==> config.mk <==
export PLATFORM = sky130hd
export DESIGN_NAME = rv_axi_host_regs
export DESIGN_NICKNAME = d
export VERILOG_FILES = /design/src/rtl/rv_axi_host_regs.sv
export SDC_FILE = /design/constraint.sdc
export NUM_CORES = 1
export LEC_CHECK = 0
export BUFFER_PORTS_ARGS = -buffer_cell sky130_fd_sc_hd__buf_2
export CAP_MARGIN = 20
export CORE_MARGIN = 3
export CORE_UTILIZATION = 58
export DETAILED_ROUTE_END_ITERATION = 10
export GPL_ROUTABILITY_DRIVEN = 0
export PLACE_DENSITY_LB_ADDON = 0.25
export SLEW_MARGIN = 20
export SYNTH_ARGS = -nofsm -noshare
export SYNTH_HDL_FRONTEND = slang
export SYNTH_SLANG_ARGS = --single-unit
==> constraint.sdc <==
create_clock -name s_axi_aclk -period 9.96 [get_ports s_axi_aclk]
set_input_delay 1.992 -clock s_axi_aclk [delete_from_list [all_inputs] [get_ports s_axi_aclk]]
set_output_delay 1.992 -clock s_axi_aclk [all_outputs]
set_load 0.02 [all_outputs]
==> src/rtl/rv_axi_host_regs.sv <==
// rtl/rv_axi_host_regs.sv - AXI4 burst-capable register slave: control, status and mailbox words
module rv_axi_host_regs #(
    parameter int          C_S_AXI_ID_WIDTH   = 12,
    parameter int          C_S_AXI_ADDR_WIDTH = 32,
    parameter int          C_S_AXI_DATA_WIDTH = 32,
    parameter int          C_NUM_REGS         = 16,
    parameter int unsigned C_CTRL_RESET       = 1
) (
    input  logic                              s_axi_aclk,
    input  logic                              s_axi_areset,
    input  logic [C_S_AXI_ID_WIDTH-1:0]       s_axi_awid,
    input  logic [C_S_AXI_ADDR_WIDTH-1:0]     s_axi_awaddr,
    input  logic [7:0]                        s_axi_awlen,
    input  logic [2:0]                        s_axi_awsize,
    input  logic [1:0]                        s_axi_awburst,
    input  logic                              s_axi_awvalid,
    output logic                              s_axi_awready,
    input  logic [C_S_AXI_DATA_WIDTH-1:0]     s_axi_wdata,
    input  logic [C_S_AXI_DATA_WIDTH/8-1:0]   s_axi_wstrb,
    input  logic                              s_axi_wlast,
    input  logic                              s_axi_wvalid,
    output logic                              s_axi_wready,
    output logic [C_S_AXI_ID_WIDTH-1:0]       s_axi_bid,
    output logic [1:0]                        s_axi_bresp,
    output logic                              s_axi_bvalid,
    input  logic                              s_axi_bready,
    input  logic [C_S_AXI_ID_WIDTH-1:0]       s_axi_arid,
    input  logic [C_S_AXI_ADDR_WIDTH-1:0]     s_axi_araddr,
    input  logic [7:0]                        s_axi_arlen,
    input  logic [2:0]                        s_axi_arsize,
    input  logic [1:0]                        s_axi_arburst,
    input  logic                              s_axi_arvalid,
    output logic                              s_axi_arready,
    output logic [C_S_AXI_ID_WIDTH-1:0]       s_axi_rid,
    output logic [C_S_AXI_DATA_WIDTH-1:0]     s_axi_rdata,
    output logic [1:0]                        s_axi_rresp,
    output logic                              s_axi_rlast,
    output logic                              s_axi_rvalid,
    input  logic                              s_axi_rready,
    output logic [C_S_AXI_DATA_WIDTH-1:0]     ctrl_out,
    input  logic [C_S_AXI_DATA_WIDTH-1:0]     status_in
);
    localparam int IW  = C_S_AXI_ID_WIDTH;
    localparam int AW  = C_S_AXI_ADDR_WIDTH;
    localparam int DW  = C_S_AXI_DATA_WIDTH;
    localparam int SW  = DW / 8;
    localparam int LSB = $clog2(SW);
    localparam int XW  = $clog2(C_NUM_REGS);

    typedef enum logic [1:0] {W_IDLE, W_DATA, W_RESP} w_state_t;
    typedef enum logic       {R_IDLE, R_DATA}         r_state_t;

    function automatic logic out_of_range(input logic [AW-1:0] a);
        return (a >> LSB) >= AW'(C_NUM_REGS);
    endfunction

    // WRAP bursts deliberately advance like INCR
    function automatic logic [AW-1:0] next_addr(input logic [AW-1:0] a, input logic [2:0] size,
                                                input logic [1:0] burst);
        return (burst == 2'b00) ? a : a + (AW'(1) << size);
    endfunction

    logic [DW-1:0] regs_q [C_NUM_REGS];

    w_state_t      w_state_q, w_state_d;
    logic [IW-1:0] awid_q;
    logic [AW-1:0] waddr_q;
    logic [7:0]    wlen_q, wbeat_q;
    logic [2:0]    wsize_q;
    logic [1:0]    wburst_q;
    logic          werr_q;
    logic          aw_hs, w_hs, w_last_beat;
    logic [XW-1:0] widx;

    assign aw_hs       = s_axi_awvalid && s_axi_awready;
    assign w_hs        = s_axi_wvalid && s_axi_wready;
    assign w_last_beat = (wbeat_q == wlen_q);
    assign widx        = waddr_q[LSB +: XW];
    assign s_axi_bid   = awid_q;
    assign s_axi_bresp = werr_q ? 2'b10 : 2'b00;
    assign ctrl_out    = regs_q[0];

    always_comb begin
        w_state_d     = w_state_q;
        s_axi_awready = 1'b0;
        s_axi_wready  = 1'b0;
        s_axi_bvalid  = 1'b0;
        case (w_state_q)
            W_IDLE: begin
                s_axi_awready = !s_axi_areset;
                if (s_axi_awvalid) w_state_d = W_DATA;
            end
            W_DATA: begin
                s_axi_wready = 1'b1;
                if (s_axi_wvalid && w_last_beat) w_state_d = W_RESP;
            end
            W_RESP: begin
                s_axi_bvalid = 1'b1;
                if (s_axi_bready) w_state_d = W_IDLE;
            end
            default: w_state_d = W_IDLE;
        endcase
    end

    always_ff @(posedge s_axi_aclk) begin
        if (s_axi_areset) begin
            w_state_q <= W_IDLE;
            awid_q    <= '0;
            waddr_q   <= '0;
            wlen_q    <= '0;
            wsize_q   <= '0;
            wburst_q  <= '0;
            wbeat_q   <= '0;
            werr_q    <= 1'b0;
        end else begin
            w_state_q <= w_state_d;
            if (aw_hs) begin
                awid_q   <= s_axi_awid;
                waddr_q  <= s_axi_awaddr;
                wlen_q   <= s_axi_awlen;
                wsize_q  <= s_axi_awsize;
                wburst_q <= s_axi_awburst;
                wbeat_q  <= '0;
                werr_q   <= 1'b0;
            end else if (w_hs) begin
                waddr_q <= next_addr(waddr_q, wsize_q, wburst_q);
                wbeat_q <= wbeat_q + 8'd1;
                // wlast must coincide exactly with the final beat counted from awlen
                werr_q  <= werr_q | out_of_range(waddr_q) | (s_axi_wlast != w_last_beat);
            end
        end
    end

    always_ff @(posedge s_axi_aclk) begin
        if (s_axi_areset) begin
            for (int i = 0; i < C_NUM_REGS; i++)
                regs_q[i] <= (i == 0) ? DW'(C_CTRL_RESET) : '0;
        end else if (w_hs && !out_of_range(waddr_q) && widx != XW'(1)) begin
            for (int b = 0; b < SW; b++)
                if (s_axi_wstrb[b]) regs_q[widx][8*b +: 8] <= s_axi_wdata[8*b +: 8];
        end
    end

    r_state_t      r_state_q, r_state_d;
    logic [IW-1:0] arid_q;
    logic [AW-1:0] raddr_q, rd_addr;
    logic [7:0]    rlen_q, rbeat_q;
    logic [2:0]    rsize_q;
    logic [1:0]    rburst_q;
    logic [DW-1:0] rdata_q;
    logic [1:0]    rresp_q;
    logic          rlast_q;
    logic          ar_hs, r_hs, rd_load, rd_oor;
    logic [XW-1:0] rd_idx;

    assign ar_hs       = s_axi_arvalid && s_axi_arready;
    assign r_hs        = s_axi_rvalid && s_axi_rready;
    // Each beat's data is fetched on the edge that accepts AR or the previous beat
    assign rd_load     = ar_hs || (r_hs && !rlast_q);
    assign rd_addr     = (r_state_q == R_IDLE) ? s_axi_araddr : next_addr(raddr_q, rsize_q, rburst_q);
    assign rd_idx      = rd_addr[LSB +: XW];
    assign rd_oor      = out_of_range(rd_addr);
    assign s_axi_rid   = arid_q;
    assign s_axi_rdata = rdata_q;
    assign s_axi_rresp = rresp_q;
    assign s_axi_rlast = rlast_q;

    always_comb begin
        r_state_d     = r_state_q;
        s_axi_arready = 1'b0;
        s_axi_rvalid  = 1'b0;
        case (r_state_q)
            R_IDLE: begin
                s_axi_arready = !s_axi_areset;
                if (s_axi_arvalid) r_state_d = R_DATA;
            end
            R_DATA: begin
                s_axi_rvalid = 1'b1;
                if (s_axi_rready && rlast_q) r_state_d = R_IDLE;
            end
            default: r_state_d = R_IDLE;
        endcase
    end

    always_ff @(posedge s_axi_aclk) begin
        if (s_axi_areset) begin
            r_state_q <= R_IDLE;
            arid_q    <= '0;
            raddr_q   <= '0;
            rlen_q    <= '0;
            rsize_q   <= '0;
            rburst_q  <= '0;
            rbeat_q   <= '0;
            rdata_q   <= '0;
            rresp_q   <= 2'b00;
            rlast_q   <= 1'b0;
        end else begin
            r_state_q <= r_state_d;
            if (ar_hs) begin
                arid_q   <= s_axi_arid;
                rlen_q   <= s_axi_arlen;
                rsize_q  <= s_axi_arsize;
                rburst_q <= s_axi_arburst;
                rbeat_q  <= '0;
                rlast_q  <= (s_axi_arlen == 8'd0);
            end else if (r_hs && !rlast_q) begin
                rbeat_q <= rbeat_q + 8'd1;
                rlast_q <= (8'(rbeat_q + 8'd1) == rlen_q);
            end
            if (rd_load) begin
                raddr_q <= rd_addr;
                rdata_q <= rd_oor ? '0 : ((rd_idx == XW'(1)) ? status_in : regs_q[rd_idx]);
                rresp_q <= rd_oor ? 2'b10 : 2'b00;
            end
        end
    end
endmodule

==> out/metrics.cfg, run 1 <==
[floorplan]
rows=85
core_area_sq_um=54350
die_w_um=241.6
die_area_sq_um=58390
boundaryPins=288
start_util=0.5926
dieHeight_um=241.6

[clock_network]
cts_setup_buffers=0
cts_hold_buf=0
cts_buffer_depth=3
ctsResizeCount=0
path_clk_slew_ns=0.06
clk_latency_ns=0.59
cts_buffers=69
cts.sinks=648
htree_num_levels=3
cts_tree=built
root_buffer=clkbuf_16

[yosys]
synthArstFlopShare=0
ys_ff_latch=648
synth_cell_type_count=76
syn_inst=3023
yosys_warnings=0
yosysTopAreaCellShare=0.4475
synth_ff_type=edfxtp_1
synth_edf_count=480
avgSynthCellArea_sq_um=10.65
yosysSeqAreaShare=0.5520
netlist_area_sq_um=32210
synth.area.top_cells=edfxtp_1 45%, dfxtp_1 10%, and2_1 9.4%
synth.largest_area_cell=edfxtp_1

[final_layout]
final_nets=3398
drive_gt1_frac=0.1563
syn2layout_area_growth_pct=12.61
fin_util=0.6674

[worst_setup_path]
critPathBufInv=3
worstPathArrival_ns=3.60
critical_path_required_ns=7.97
path_class=in2out
slowest_delay_ns=0.69
crit_chain=buf_6, buf_4, nor2_1, buf_2
rrSetupSlack_ns=4.98
crit_path_end_kind=output pin
cp-start-kind=primary input
path_max_fanout=80
path_delay_family=buffers and inverters
cp_slowest_cell=buf_4

[route]
drt_first_pass_iters=5
ant_nets=0
drtIter0Drc=1909
vias_per_cell=5.956
num_vias=23720
wire_per_inst_um=20.66
routed_wl_mm=82.29
drcViolationCount=0

[timing]
slew_headroom=0.2283
tightest_slew_ns=1.158
fin_skew_ns=0.01674
rsz0062_at_grt=no
finalSetupViolCount=0
hold_violations=0
finalMaxSlewViolations=0
max_freq_mhz=178.7
post-route-min-period_ns=5.595
min_period_over_period=0.5618
fin_setup_tns_ns=0

[global_route]
grt_max_degree=258
grt_pass1_wl_mm=127.6
track_usage=0.2760
antenna_found_initial=2
grt_pass1_vias=23430
overflow=0

[placement]
dp_hpwl_mm=54.30
portBuffers=285

[status]
outcome=complete, no violations

[pwr]
p_per_area_nw_per_um2=177.0
power_leakage_nw=13.87
ir_drop_mv=0.1238

[min_path]
holdCritPathClass=reg2reg

[run]
drv_cap=0

## cell type report
class,count,area [sq um]
flip-flops and latches,648,17780
fillers,4085,18080
clock inverters,20,221.5
clock buffers,106,2106
repair buffers,303,1593
well taps,739,924.6
multi-input cells,2139,13540
inverters,27,101.3
diodes,1,2.502
## registers in the layout, summed over array words and instances, names as in the netlist
name and flops:
rsize_q 3, raddr_q 32, s_axi_rid 12, werr_q 1
s_axi_bid 12, s_axi_rdata 32, regs_q 480, wlen_q 8
wburst_q 2, waddr_q 32, r_state_q 1, rburst_q 2
w_state_q 2, s_axi_rresp 1, wsize_q 3, rlen_q 8
s_axi_rlast 1, rbeat_q 8, wbeat_q 8
## final timing paths
check / startpoint / end / cells past startpoint
max: s_axi_areset / s_axi_arready / 4
min: s_axi_rdata[16]$_SDFFE_PP0P_ / s_axi_rdata[16]$_SDFFE_PP0P_ / 2
max reg2reg: rsize_q[2]$_SDFFE_PP0P_ / s_axi_rdata[4]$_SDFFE_PP0P_ / 15
min reg2reg: s_axi_rdata[16]$_SDFFE_PP0P_ / s_axi_rdata[16]$_SDFFE_PP0P_ / 2
## cell families after synthesis
family                     after synthesis  synth area share
other                                    1         0.0001164
muxes                                  137           0.04269
AOI/OAI and AO/OA                      654            0.1349
xor gates and xnor gates                61           0.01659
buffers and inverters                  237           0.02984
DFF                                    648            0.5520
adders and majority gates               20          0.008236
and+or+nand+nor                       1265            0.2156
## where the power goes
| part | internal (mW) | total (mW) | switching, mW | leakage [nW] |
|---|---|---|---|---|
| Sequential | 3.00 | 3.07 | 0.0696 | 6.33 |
| Combinational | 0.261 | 0.755 | 0.494 | 6.39 |
| Clock | 1.57 | 2.60 | 1.03 | 1.15 |
| Total | 4.82 | 6.42 | 1.60 | 13.9 |
## layer usage
layer	share of wire	track usage	up-vias
met1	0.39	0.3410	11310
met5	0.00033	0	-
met4	0.039	0.1185	4
met2	0.50	0.4795	1009
li1	-	-	11200
met3	0.078	0.04675	201
## Yosys cell counts, drive strengths merged, types with 6 or more instances
cell	n
nand3	26
a21o	36
a311oi	10
nor3	39
ha	18
nor3b	6
dfxtp	168
nor2b	137
mux2i	134
a21oi	178
nor4	20
and4	6
or3	17
edfxtp	480
o21ai	102
inv	27
and3	9
nand4	16
xnor2	37
xor2	24
o211ai	9
buf	42
clkbuf	168
a211oi	257
nor2	190
nand2b	33
or4	8
and2	483
nand2	199
or2	67
o2111ai	15
## worst min-delay path, stage by stage, from the launching register on
cell and delay (ns):
dfxtp_1 0.31, nand2_1 0.05, o21ai_1 0.05
## cells in the final DEF (no fill, tap or decap), types with 5 or more instances in the layout
cell type  count
or4_1          7
o2111ai_1     14
a211oi_1     253
nor2b_1      137
and3_1         8
and3b_1        5
nor2_1       186
nand2b_1      33
clkbuf_16     74
o211ai_1       9
buf_2        284
xnor2_1       37
nor3b_1        6
nand4_1       16
and2_1       482
a311oi_1      10
clkbuf_8      13
or3_1         17
xor2_1        24
nor3_1        38
dfxtp_1      167
a21oi_1      178
o21ai_0       67
ha_1          18
clkbuf_1      16
buf_4         16
and4_1         6
nand2_1      197
or2_2         66
mux2i_1      134
a31oi_1        5
nand3_1       26
edfxtp_1     480
nor4_1        19
o21ai_1       33
a21o_1        36
inv_1         26
clkinv_2       7
## through the flow
| stage | hold slack [ns] | power (mW) | std cells | cell area (sq um) | worst slack (ns) |
|---|---|---|---|---|---|
| finish | 0.4439 | 6.420 | 3983 | 36270 | 4.365 |
| global route | 0.4650 | 6.654 | 3982 | 36270 | 4.292 |
| global placement | 0.4297 | 3.843 | 3856 | 33930 | 4.414 |
| detailed placement | 0.4381 | 3.868 | 3856 | 33940 | 4.401 |
| CTS | 0.4461 | 6.458 | 3982 | 36260 | 4.402 |
| floorplan | 0.4380 | 3.619 | 3024 | 32210 | 4.824 |
No activity file was read; power rests on OpenSTA's default activity.
==> run 2, diff against run 1 <==
==> constraint.sdc (replaced) <==
create_clock -name s_axi_aclk -period 5.4 [get_ports s_axi_aclk]
set_input_delay 1.08 -clock s_axi_aclk [delete_from_list [all_inputs] [get_ports s_axi_aclk]]
set_output_delay 1.08 -clock s_axi_aclk [all_outputs]
set_load 0.02 [all_outputs]
==> run 2 against run 1 <==
Effect of this change: global-route usage decreased by 0.14 points; power increased by 83%; sequential share of layout area about the same; non-clock buffer count increased by 11; wire length decreased by 0.66%; via count decreased by 0.44%; setup slack got worse by 3.6 ns; sequential cell count unchanged; critical endpoint is now s_axi_rdata[21]$_SDFFE_PP0P_; largest cell class unchanged; highest routed layer unchanged.
==> out/metrics.cfg, run 2 (synthesis results as in run 1) <==
[timing]
min_period_over_period=0.8500
hold_violations=0  ; unchanged
fin_setup_tns_ns=0  ; unchanged
max_freq_mhz=217.9
slew_headroom=0.3278  ; +0.09952
setup_ws_ns=0.8099  ; -3.555 ns
tightest_slew_ns=1.005  ; -0.1528 ns
finalSetupViolCount=0  ; unchanged
post-route-min-period_ns=4.590
rsz0062_at_grt=no
fin_skew_ns=0.01268  ; -0.004061 ns
finalMaxSlewViolations=0  ; unchanged

[final_layout]
layout_common_cells=482 x and2_1, 480 x edfxtp_1, 284 x buf_2
largest_reg_flops=480  ; unchanged
final_nets=3409  ; +0.32%
top_register=regs_q
final_area_sq_um=36290  ; about the same
drive_gt1_frac=0.1589  ; +0.002545
final_common_cell=and2_1
num-fill-cells=4134  ; +1.2%
syn2layout_area_growth_pct=12.69  ; about the same

[placement]
dp_worst_setup_slack_ns=0.9246  ; -3.477 ns
portBuffers=285  ; unchanged
place_area_sq_um=34050  ; +0.33%
dp_hpwl_mm=54.50  ; +0.38%

[worst_setup_path]
worstPathArrival_ns=5.10  ; +1.50 ns
critical_path_required_ns=5.91  ; -2.06 ns
reg2reg_to=s_axi_rdata[21]$_SDFFE_PP0P_
crit_chain=nor3_1, ha_1, inv_1, fa_1, nand2b_1, a211oi_4, o21ai_2, nor3_1, o2111ai_1, a311o_1, or4_1, or4_4, o21ai_1
cp_common_cell=nor3_1
cp_slowest_cell=or4_4
path_delay_family=simple AND/OR/NAND/NOR gates
crit_path_end_kind=register
reg2regPathDepth=13  ; -2
critPathBufInv=1  ; -2
crit_start=rsize_q[2]$_SDFFE_PP0P_
path_class=reg2reg
cp-start-kind=register
path_max_fanout=32  ; -60%
slowest_delay_ns=0.69  ; about the same
reg2reg_from=rsize_q[2]$_SDFFE_PP0P_
rrSetupSlack_ns=0.81  ; -4.17 ns

[global_route]
antenna_found_initial=2  ; unchanged
overflow=0  ; unchanged
grt_pass1_wl_mm=127.9  ; +0.22%
grt_pass1_vias=23580  ; +0.67%
track_usage=0.2746  ; -0.001430
grt_max_degree=95  ; -63%

[route]
ant_nets=0  ; unchanged
drcViolationCount=0  ; unchanged
wire_per_inst_um=20.47  ; -0.93%
routed_wl_mm=81.74  ; -0.66%
num_vias=23620  ; -0.44%
drtIter0Drc=1787  ; -6.4%
drt_first_pass_iters=6  ; +1
vias_per_cell=5.913  ; -0.72%

[clock_network]
cts_buffers=69  ; unchanged
cts_setup_buffers=0  ; unchanged
root_buffer=clkbuf_16
htree_num_levels=3  ; unchanged
ctsResizeCount=0  ; unchanged
path_clk_slew_ns=0.06  ; about the same
cts_hold_buf=0  ; unchanged
cts.sinks=648  ; unchanged
cts_tree=built
cts_buffer_depth=3  ; unchanged
clk_latency_ns=0.61  ; +0.02 ns

[run]
drv_cap=0  ; unchanged

[pwr]
ir_drop_mv=0.2562  ; +110%
power_leakage_nw=13.89  ; +0.14%
p_per_area_nw_per_um2=323.3  ; +83%

[floorplan]
start_util=0.5926  ; unchanged
core_area_sq_um=54350  ; unchanged
dieHeight_um=241.6  ; unchanged
boundaryPins=288  ; unchanged
die_area_sq_um=58390  ; unchanged
rows=85  ; unchanged
die_w_um=241.6  ; unchanged

[status]
outcome=complete, no violations

[min_path]
hold_depth=2  ; unchanged
hold_end=s_axi_rdata[17]$_SDFFE_PP0P_
hp-start=s_axi_rdata[17]$_SDFFE_PP0P_
holdCritPathClass=reg2reg

[run 2: area by class of cell]
type | instances | area [sq um] | area share
tap | 739 | 924.6 | 0.02548
antenna | 1 | 2.502 | 0.00006895
sequential | 648 | 17780 | 0.4898
clock inverter | 32 | 285.3 | 0.007860
multi-input combinational | 2139 | 13530 | 0.3729
inverter | 27 | 101.3 | 0.002792
timing repair buffer | 314 | 1713 | 0.04720
clock buffer | 94 | 1954 | 0.05385
[run 2: worst min-delay path, stage by stage, from the launching register on]
cell	delay [ns]
dfxtp_1	0.30
nand2_1	0.05
o21ai_1	0.05
[run 2: layer usage]
layer / GRT usage / up-vias / share of wire
met5: 0 / - / 0.00018
met4: 0.1064 / 2 / 0.038
met3: 0.04365 / 180 / 0.065
met2: 0.4779 / 873 / 0.50
met1: 0.3451 / 11340 / 0.40
li1: - / 11220 / -
[run 2: worst max-delay path by stage]
stage	slack (ns)	cells after the start	endpoint
after floorplan	1.55	15	s_axi_rdata[21]$_SDFFE_PP0P_
after global placement	1.08	13	s_axi_rdata[7]$_SDFFE_PP0P_
after detailed placement	0.92	13	s_axi_rdata[21]$_SDFFE_PP0P_
after CTS	0.87	13	s_axi_rdata[21]$_SDFFE_PP0P_
after global routing	0.58	13	s_axi_rdata[21]$_SDFFE_PP0P_
final	0.81	13	s_axi_rdata[21]$_SDFFE_PP0P_
[run 2: through the flow]
step | total power [mW] | util | hold slack (ns) | instances
floorplan | 6.674 | - | 0.4380 | 3024
global placement | 7.099 | 0.6265 | 0.4297 | 3867
finish | 11.73 | 0.6678 | 0.4376 | 3994
global route | 12.13 | 0.6678 | 0.4584 | 3993
detailed placement | 7.146 | 0.6265 | 0.4347 | 3867
CTS | 11.80 | 0.6678 | 0.4431 | 3993
[run 2: power breakdown]
| part | switching [mW] | total, mW | internal [mW] |
|---|---|---|---|
| logic | 0.911 | 1.40 | 0.492 |
| clock network | 1.94 | 4.67 | 2.74 |
| registers | 0.131 | 5.66 | 5.53 |
